$ cat config.mk
export PLATFORM = sky130hd
export DESIGN_NAME = sonar_uc_flat
export DESIGN_NICKNAME = d
export VERILOG_FILES = /design/src/rtl/sonar_uc_if.sv /design/src/rtl/sonar_uc.sv /design/src/flat_wrapper.sv
export SDC_FILE = /design/constraint.sdc
export NUM_CORES = 1
export LEC_CHECK = 0
export BUFFER_PORTS_ARGS = -buffer_cell sky130_fd_sc_hd__buf_4
export CAP_MARGIN = 0
export CELL_PAD_IN_SITES_DETAIL_PLACEMENT = 1
export CELL_PAD_IN_SITES_GLOBAL_PLACEMENT = 2
export CORE_ASPECT_RATIO = 1.1
export CORE_MARGIN = 1.5
export CORE_UTILIZATION = 34
export DETAILED_ROUTE_END_ITERATION = 6
export PLACE_DENSITY_LB_ADDON = 0.08
export SLEW_MARGIN = 20
export SYNTH_ARGS = -nofsm -noshare
export SYNTH_HDL_FRONTEND = slang
export SYNTH_SLANG_ARGS = --single-unit
$ cat constraint.sdc
create_clock -name clock -period 2.2 [get_ports clock]
set_clock_uncertainty 0.05 [all_clocks]
set_input_delay 0.22 -clock clock [delete_from_list [all_inputs] [get_ports clock]]
set_output_delay 0.22 -clock clock [all_outputs]
set_load 0.05 [all_outputs]
$ cat src/rtl/sonar_uc_if.sv
// rtl/sonar_uc_if.sv - strobe/status bundle between sonar_uc and the sonar datapath
interface sonar_uc_if;
    logic       ligar;
    logic       continuo;
    logic       pronto_medida;
    logic       pronto_transmissao;
    logic       fim_serial;
    logic       fim_posicao;
    logic       zera;
    logic       medir;
    logic       partida_serial;
    logic       conta_ascii;
    logic       conta_angulo;
    logic       pronto;
    logic       erro_medida;
    logic [3:0] db_estado;

    modport slave (
        input  ligar, continuo, pronto_medida, pronto_transmissao, fim_serial, fim_posicao,
        output zera, medir, partida_serial, conta_ascii, conta_angulo, pronto, erro_medida,
               db_estado
    );

    modport master (
        output ligar, continuo, pronto_medida, pronto_transmissao, fim_serial, fim_posicao,
        input  zera, medir, partida_serial, conta_ascii, conta_angulo, pronto, erro_medida,
               db_estado
    );
endinterface

$ cat src/rtl/sonar_uc.sv
// rtl/sonar_uc.sv - sonar sweep controller: settle, measure with retry, stream 8-char frame, step servo
module sonar_uc #(
    parameter int INTERVALO      = 100_000_000,
    parameter int TIMEOUT_MEDIDA = 3_000_000,
    parameter int MAX_TENTATIVAS = 3
) (
    input  logic        clock,
    input  logic        reset,
    sonar_uc_if.slave   bus
);
    localparam int CMAX = (INTERVALO > TIMEOUT_MEDIDA) ? INTERVALO : TIMEOUT_MEDIDA;
    localparam int CW   = $clog2(CMAX) + 1;
    localparam int TW   = $clog2(MAX_TENTATIVAS) + 1;

    localparam logic [CW-1:0] INT_LAST  = CW'(INTERVALO - 1);
    localparam logic [CW-1:0] TMO_LAST  = CW'(TIMEOUT_MEDIDA - 1);
    localparam logic [TW-1:0] TENT_LAST = TW'(MAX_TENTATIVAS - 1);

    typedef enum logic [3:0] {
        INICIAL        = 4'd0,
        PREPARA        = 4'd1,
        ESPERA         = 4'd2,
        MEDE           = 4'd3,
        AGUARDA_MEDIDA = 4'd4,
        TRANSMITE      = 4'd5,
        AGUARDA_TX     = 4'd6,
        CONTA_CHAR     = 4'd7,
        PROX_ANGULO    = 4'd8,
        FIM            = 4'd9
    } state_t;

    state_t          state_q, state_d;
    logic [CW-1:0]   cnt_q, cnt_d;
    logic [TW-1:0]   tent_q, tent_d;
    logic            erro_q, erro_d;
    logic            zera_q, medir_q, partida_q, ascii_q, angulo_q, pronto_q;

    always_comb begin
        state_d = state_q;
        cnt_d   = cnt_q;
        tent_d  = tent_q;
        erro_d  = erro_q;
        case (state_q)
            INICIAL: begin
                if (bus.ligar) state_d = PREPARA;
            end
            PREPARA: begin
                erro_d  = 1'b0;
                cnt_d   = '0;
                state_d = ESPERA;
            end
            ESPERA: begin
                tent_d = '0;
                if (!bus.ligar) begin
                    state_d = INICIAL;
                end else if (cnt_q == INT_LAST) begin
                    cnt_d   = '0;
                    state_d = MEDE;
                end else begin
                    cnt_d = cnt_q + 1'b1;
                end
            end
            MEDE: begin
                cnt_d   = '0;
                state_d = AGUARDA_MEDIDA;
            end
            AGUARDA_MEDIDA: begin
                cnt_d = cnt_q + 1'b1;
                // A measurement landing on the timeout cycle is accepted, not retried.
                if (bus.pronto_medida) begin
                    state_d = TRANSMITE;
                end else if (cnt_q == TMO_LAST) begin
                    tent_d = tent_q + 1'b1;
                    if (tent_q < TENT_LAST) begin
                        state_d = MEDE;
                    end else begin
                        erro_d  = 1'b1;
                        state_d = TRANSMITE;
                    end
                end
            end
            TRANSMITE: begin
                state_d = AGUARDA_TX;
            end
            AGUARDA_TX: begin
                if (bus.pronto_transmissao) state_d = CONTA_CHAR;
            end
            CONTA_CHAR: begin
                state_d = bus.fim_serial ? PROX_ANGULO : TRANSMITE;
            end
            PROX_ANGULO: begin
                cnt_d   = '0;
                state_d = (bus.fim_posicao && !bus.continuo) ? FIM : ESPERA;
            end
            FIM: begin
                if (!bus.ligar) state_d = INICIAL;
            end
            default: begin
                state_d = INICIAL;
            end
        endcase
    end

    // Strobes are registered from the next state so they line up exactly with state_q.
    always_ff @(posedge clock or posedge reset) begin
        if (reset) begin
            state_q   <= INICIAL;
            cnt_q     <= '0;
            tent_q    <= '0;
            erro_q    <= 1'b0;
            zera_q    <= 1'b0;
            medir_q   <= 1'b0;
            partida_q <= 1'b0;
            ascii_q   <= 1'b0;
            angulo_q  <= 1'b0;
            pronto_q  <= 1'b0;
        end else begin
            state_q   <= state_d;
            cnt_q     <= cnt_d;
            tent_q    <= tent_d;
            erro_q    <= erro_d;
            zera_q    <= (state_d == PREPARA);
            medir_q   <= (state_d == MEDE);
            partida_q <= (state_d == TRANSMITE);
            ascii_q   <= (state_d == CONTA_CHAR);
            angulo_q  <= (state_d == PROX_ANGULO);
            pronto_q  <= (state_d == FIM);
        end
    end

    assign bus.zera           = zera_q;
    assign bus.medir          = medir_q;
    assign bus.partida_serial = partida_q;
    assign bus.conta_ascii    = ascii_q;
    assign bus.conta_angulo   = angulo_q;
    assign bus.pronto         = pronto_q;
    assign bus.erro_medida    = erro_q;
    assign bus.db_estado      = state_q;
endmodule

$ cat src/flat_wrapper.sv
// flat-port wrapper written by rule: the top's interface ports become plain ports
module sonar_uc_flat 
#(
    parameter int INTERVALO      = 100_000_000,
    parameter int TIMEOUT_MEDIDA = 3_000_000,
    parameter int MAX_TENTATIVAS = 3
)
  (clock, reset, bus_ligar, bus_continuo, bus_pronto_medida, bus_pronto_transmissao, bus_fim_serial, bus_fim_posicao, bus_zera, bus_medir, bus_partida_serial, bus_conta_ascii, bus_conta_angulo, bus_pronto, bus_erro_medida, bus_db_estado);
  sonar_uc_if bus_i ();
  input  logic clock;
  input  logic reset;
  input wire logic [$bits(bus_i.ligar)-1:0] bus_ligar;
  input wire logic [$bits(bus_i.continuo)-1:0] bus_continuo;
  input wire logic [$bits(bus_i.pronto_medida)-1:0] bus_pronto_medida;
  input wire logic [$bits(bus_i.pronto_transmissao)-1:0] bus_pronto_transmissao;
  input wire logic [$bits(bus_i.fim_serial)-1:0] bus_fim_serial;
  input wire logic [$bits(bus_i.fim_posicao)-1:0] bus_fim_posicao;
  output wire logic [$bits(bus_i.zera)-1:0] bus_zera;
  output wire logic [$bits(bus_i.medir)-1:0] bus_medir;
  output wire logic [$bits(bus_i.partida_serial)-1:0] bus_partida_serial;
  output wire logic [$bits(bus_i.conta_ascii)-1:0] bus_conta_ascii;
  output wire logic [$bits(bus_i.conta_angulo)-1:0] bus_conta_angulo;
  output wire logic [$bits(bus_i.pronto)-1:0] bus_pronto;
  output wire logic [$bits(bus_i.erro_medida)-1:0] bus_erro_medida;
  output wire logic [$bits(bus_i.db_estado)-1:0] bus_db_estado;
  assign bus_i.ligar = bus_ligar;
  assign bus_i.continuo = bus_continuo;
  assign bus_i.pronto_medida = bus_pronto_medida;
  assign bus_i.pronto_transmissao = bus_pronto_transmissao;
  assign bus_i.fim_serial = bus_fim_serial;
  assign bus_i.fim_posicao = bus_fim_posicao;
  assign bus_zera = bus_i.zera;
  assign bus_medir = bus_i.medir;
  assign bus_partida_serial = bus_i.partida_serial;
  assign bus_conta_ascii = bus_i.conta_ascii;
  assign bus_conta_angulo = bus_i.conta_angulo;
  assign bus_pronto = bus_i.pronto;
  assign bus_erro_medida = bus_i.erro_medida;
  assign bus_db_estado = bus_i.db_estado;
  sonar_uc #(.INTERVALO(INTERVALO), .TIMEOUT_MEDIDA(TIMEOUT_MEDIDA), .MAX_TENTATIVAS(MAX_TENTATIVAS)) u_core (.clock(clock), .reset(reset), .bus(bus_i));
endmodule
==> impl_metrics.json <==
{
  "rsz0062_at_grt": "true",
  "grt.busiest_layer": "met2",
  "gp_congestion": 0.8165,
  "grt_max_degree": 28,
  "clk_pin_slew_ps": 80,
  "pwr_density_cell_nw_per_um2": 967.8,
  "start_kind": "flop",
  "core_um2": 6594,
  "wl_per_cell_um": 17.35,
  "place_ws_ps": 1.278,
  "maxSlewViolCount": 0,
  "hold_class": "input pin to flop",
  "crit_arrival_ps": 2340,
  "cts_tree": "done",
  "cts_made_buffers": 5,
  "clk_latency_ps": 300,
  "synth_edf_count": 0,
  "instances_no_fill": 372,
  "htreeDepth": 2,
  "grt_antenna_before_repair": 0,
  "yosysWarnings": 0,
  "n_antenna_cell": 0,
  "status": "complete, but fails checks",
  "violations": "negative setup slack",
  "drt_iter0_markers": 65,
  "syn_nets": 244,
  "drc_errors": 0,
  "initial_core_util_pct": 35.16,
  "maxCapViolCount": 0,
  "synth.distinct_cells": 48,
  "hpwl_um": 4532,
  "syn_area_um2": 2318,
  "tightestPinTransition_ps": 488.3,
  "die_h_um": 89.61,
  "yosys_register_bits": 42,
  "grt_usage_pct": 18.09,
  "gr-usage-met1_pct": 21.32,
  "port_buffers": 18,
  "drt-total-wl_um": 6454,
  "ir_drop_uv": 463.0,
  "synth_area_leaders": "dfrtp_1 45%, nor2_1 5.7%, xnor2_1 5.3%",
  "grt_pass1_vias": 1970,
  "yosys-top-cells-count": "42 x dfrtp_1, 35 x nor2_1, 17 x nand2_1",
  "p_leak_nw": 1.365,
  "clk_path_buf_depth": 2,
  "syn_area_per_cell_um2": 9.908,
  "synthFlopType": "dfrtp_1",
  "worstSetupEndpointType": "flop",
  "setup_slack_ps": -4.404,
  "die_x_um": 81.74,
  "clockRootBuffer": "clkbuf_8",
  "use_met2_pct": 32.49,
  "fmax_ghz": 0.4536,
  "num_vias": 1933,
  "yosysMostFrequentCell": "dfrtp_1",
  "drive_gt1_share_pct": 34.48,
  "slew_headroom_pct": 67.25,
  "ios": 19,
  "crit_fanout": 7,
  "dieArea_um2": 7324,
  "synthArstFlopShare_pct": 100.0,
  "hold_viol": 0,
  "rows": 31,
  "critPathKind": "flop to flop",
  "finalSetupTns_ps": -4.404,
  "yosysTopAreaCellShare_pct": 45.33,
  "grt_pass1_wl_um": 9784,
  "grt-ovfl-total": 0,
  "cts_sinks": 42,
  "setup_viol": 1,
  "detail-route-antenna-nets": 0,
  "vias_per_cell": 5.196,
  "postSynthCellCount": 234,
  "period_minus_slack_ps": 2204,
  "drtPass1Iterations": 4,
  "fillers": 759,
  "yosysTopAreaCell": "dfrtp_1",
  "cp_data_required_time_ps": 2340,
  "dpl.cell_count": 356,
  "grt_use_met3_pct": 3.232,
  "finalCritPeriodShare_pct": 100.2,
  "ys_seq_area_share_pct": 45.33,
  "nets": 299,
  "syn_to_final_growth_pct": 31.62,
  "holdWs_ps": 120.5
}
-- worst max-delay path, cell delays in order (launching register included) --
cell and delay [ps]:
dfrtp_2 440, nor4b_2 290, nand3_1 170, nor4_4 400, a21boi_2 130, nor3_4 230
buf_12 150, clkbuf_16 180, nor2_2 50
-- area by class of cell --
cell class	count	area [µm²]	area share (%)
Multi-Input combinational cell	178	1296	42.48
Tap cell	82	102.6	3.362
Clock inverter	1	5.005	0.1640
Sequential cell	42	1056	34.60
Timing Repair Buffer	55	479.2	15.70
Clock buffer	7	86.33	2.829
Inverter	7	26.28	0.8610
-- registers in the layout, summed over array words and instances, names as in the netlist --
register	count
u_core.bus.conta_angulo	1
u_core.bus.erro_medida	1
u_core.bus.zera	1
u_core.bus.db_estado	4
u_core.bus.partida_serial	1
u_core.cnt_q	28
u_core.tent_q	3
u_core.bus.pronto	1
u_core.bus.conta_ascii	1
u_core.bus.medir	1
-- metrics by stage --
stage,cell area (µm²),util (%),total power [W]
finish,3052,46.28,0.002953
global route,3052,46.28,0.003133
CTS,2843,43.11,0.002802
detailed placement,2735,41.48,0.002271
global placement,2735,41.48,0.002249
floorplan,2322,-,0.001837
-- timing repair --
item / 4_1_cts / 5_1_grt
hold buffers: 1 / 0
gates cloned: 0 / 3
pin swaps: 0 / 12
endpoints found under the setup margin: 1 / 32
buffers inserted: 0 / 4
gates resized for setup: 1 / 27
hold endpoints to repair: 11 / 0
-- path summary, 6_finish.rpt --
check | start | endpoint | slack [ps] | depth (start not counted)
hold reg to reg | u_core.tent_q[0] | u_core.tent_q[0] | 480 | 1
hold / removal | bus_pronto_transmissao | u_core.bus.conta_ascii | 120 | 2
min in group asynchronous | reset | u_core.bus.pronto | 380 | 3
max in group asynchronous | reset | u_core.cnt_q[2] | 1170 | 4
setup reg to reg | u_core.cnt_q[19] | u_core.cnt_q[24] | -4 | 8
setup / recovery | u_core.cnt_q[19] | u_core.cnt_q[24] | -4 | 8
-- kinds of logic (layout without fill, tap and decap cells) --
| group | after synthesis | in the layout | synth area share [%] |
|---|---|---|---|
| muxes | 2 | 2 | 0.8635 |
| and+or+nand+nor | 123 | 123 | 30.76 |
| DFF | 42 | 42 | 45.33 |
| AOI/OAI and AO/OA | 23 | 23 | 7.071 |
| xor gates and xnor gates | 28 | 28 | 11.39 |
| adders and majority gates | 2 | 2 | 1.079 |
| buffers and inverters | 14 | 70 | 3.508 |
-- placed cells by master (no fill, tap or decap), types with 7 or more instances in the layout --
master,synthesis,final
xnor2_1,14,14
nor2_1,35,23
dfrtp_1,42,38
nor2_4,2,7
xor2_1,13,12
nand4_1,8,8
nand2_1,17,17
buf_4,1,49
nand3_1,13,13
nor2_2,0,7
-- where the power goes --
group,internal (W),switching (W),leakage [nW]
clock,0.000253,0.000262,0.0482
combinational,0.000607,0.000826,0.748
sequential,0.000877,0.000128,0.569
-- metal layers --
layer	share of wire, %	wire, µm
met2	54	3480
met3	2.1	137
met1	43	2749
met5	0	0
met4	1.3	87
(Power assumes the default switching activity.)
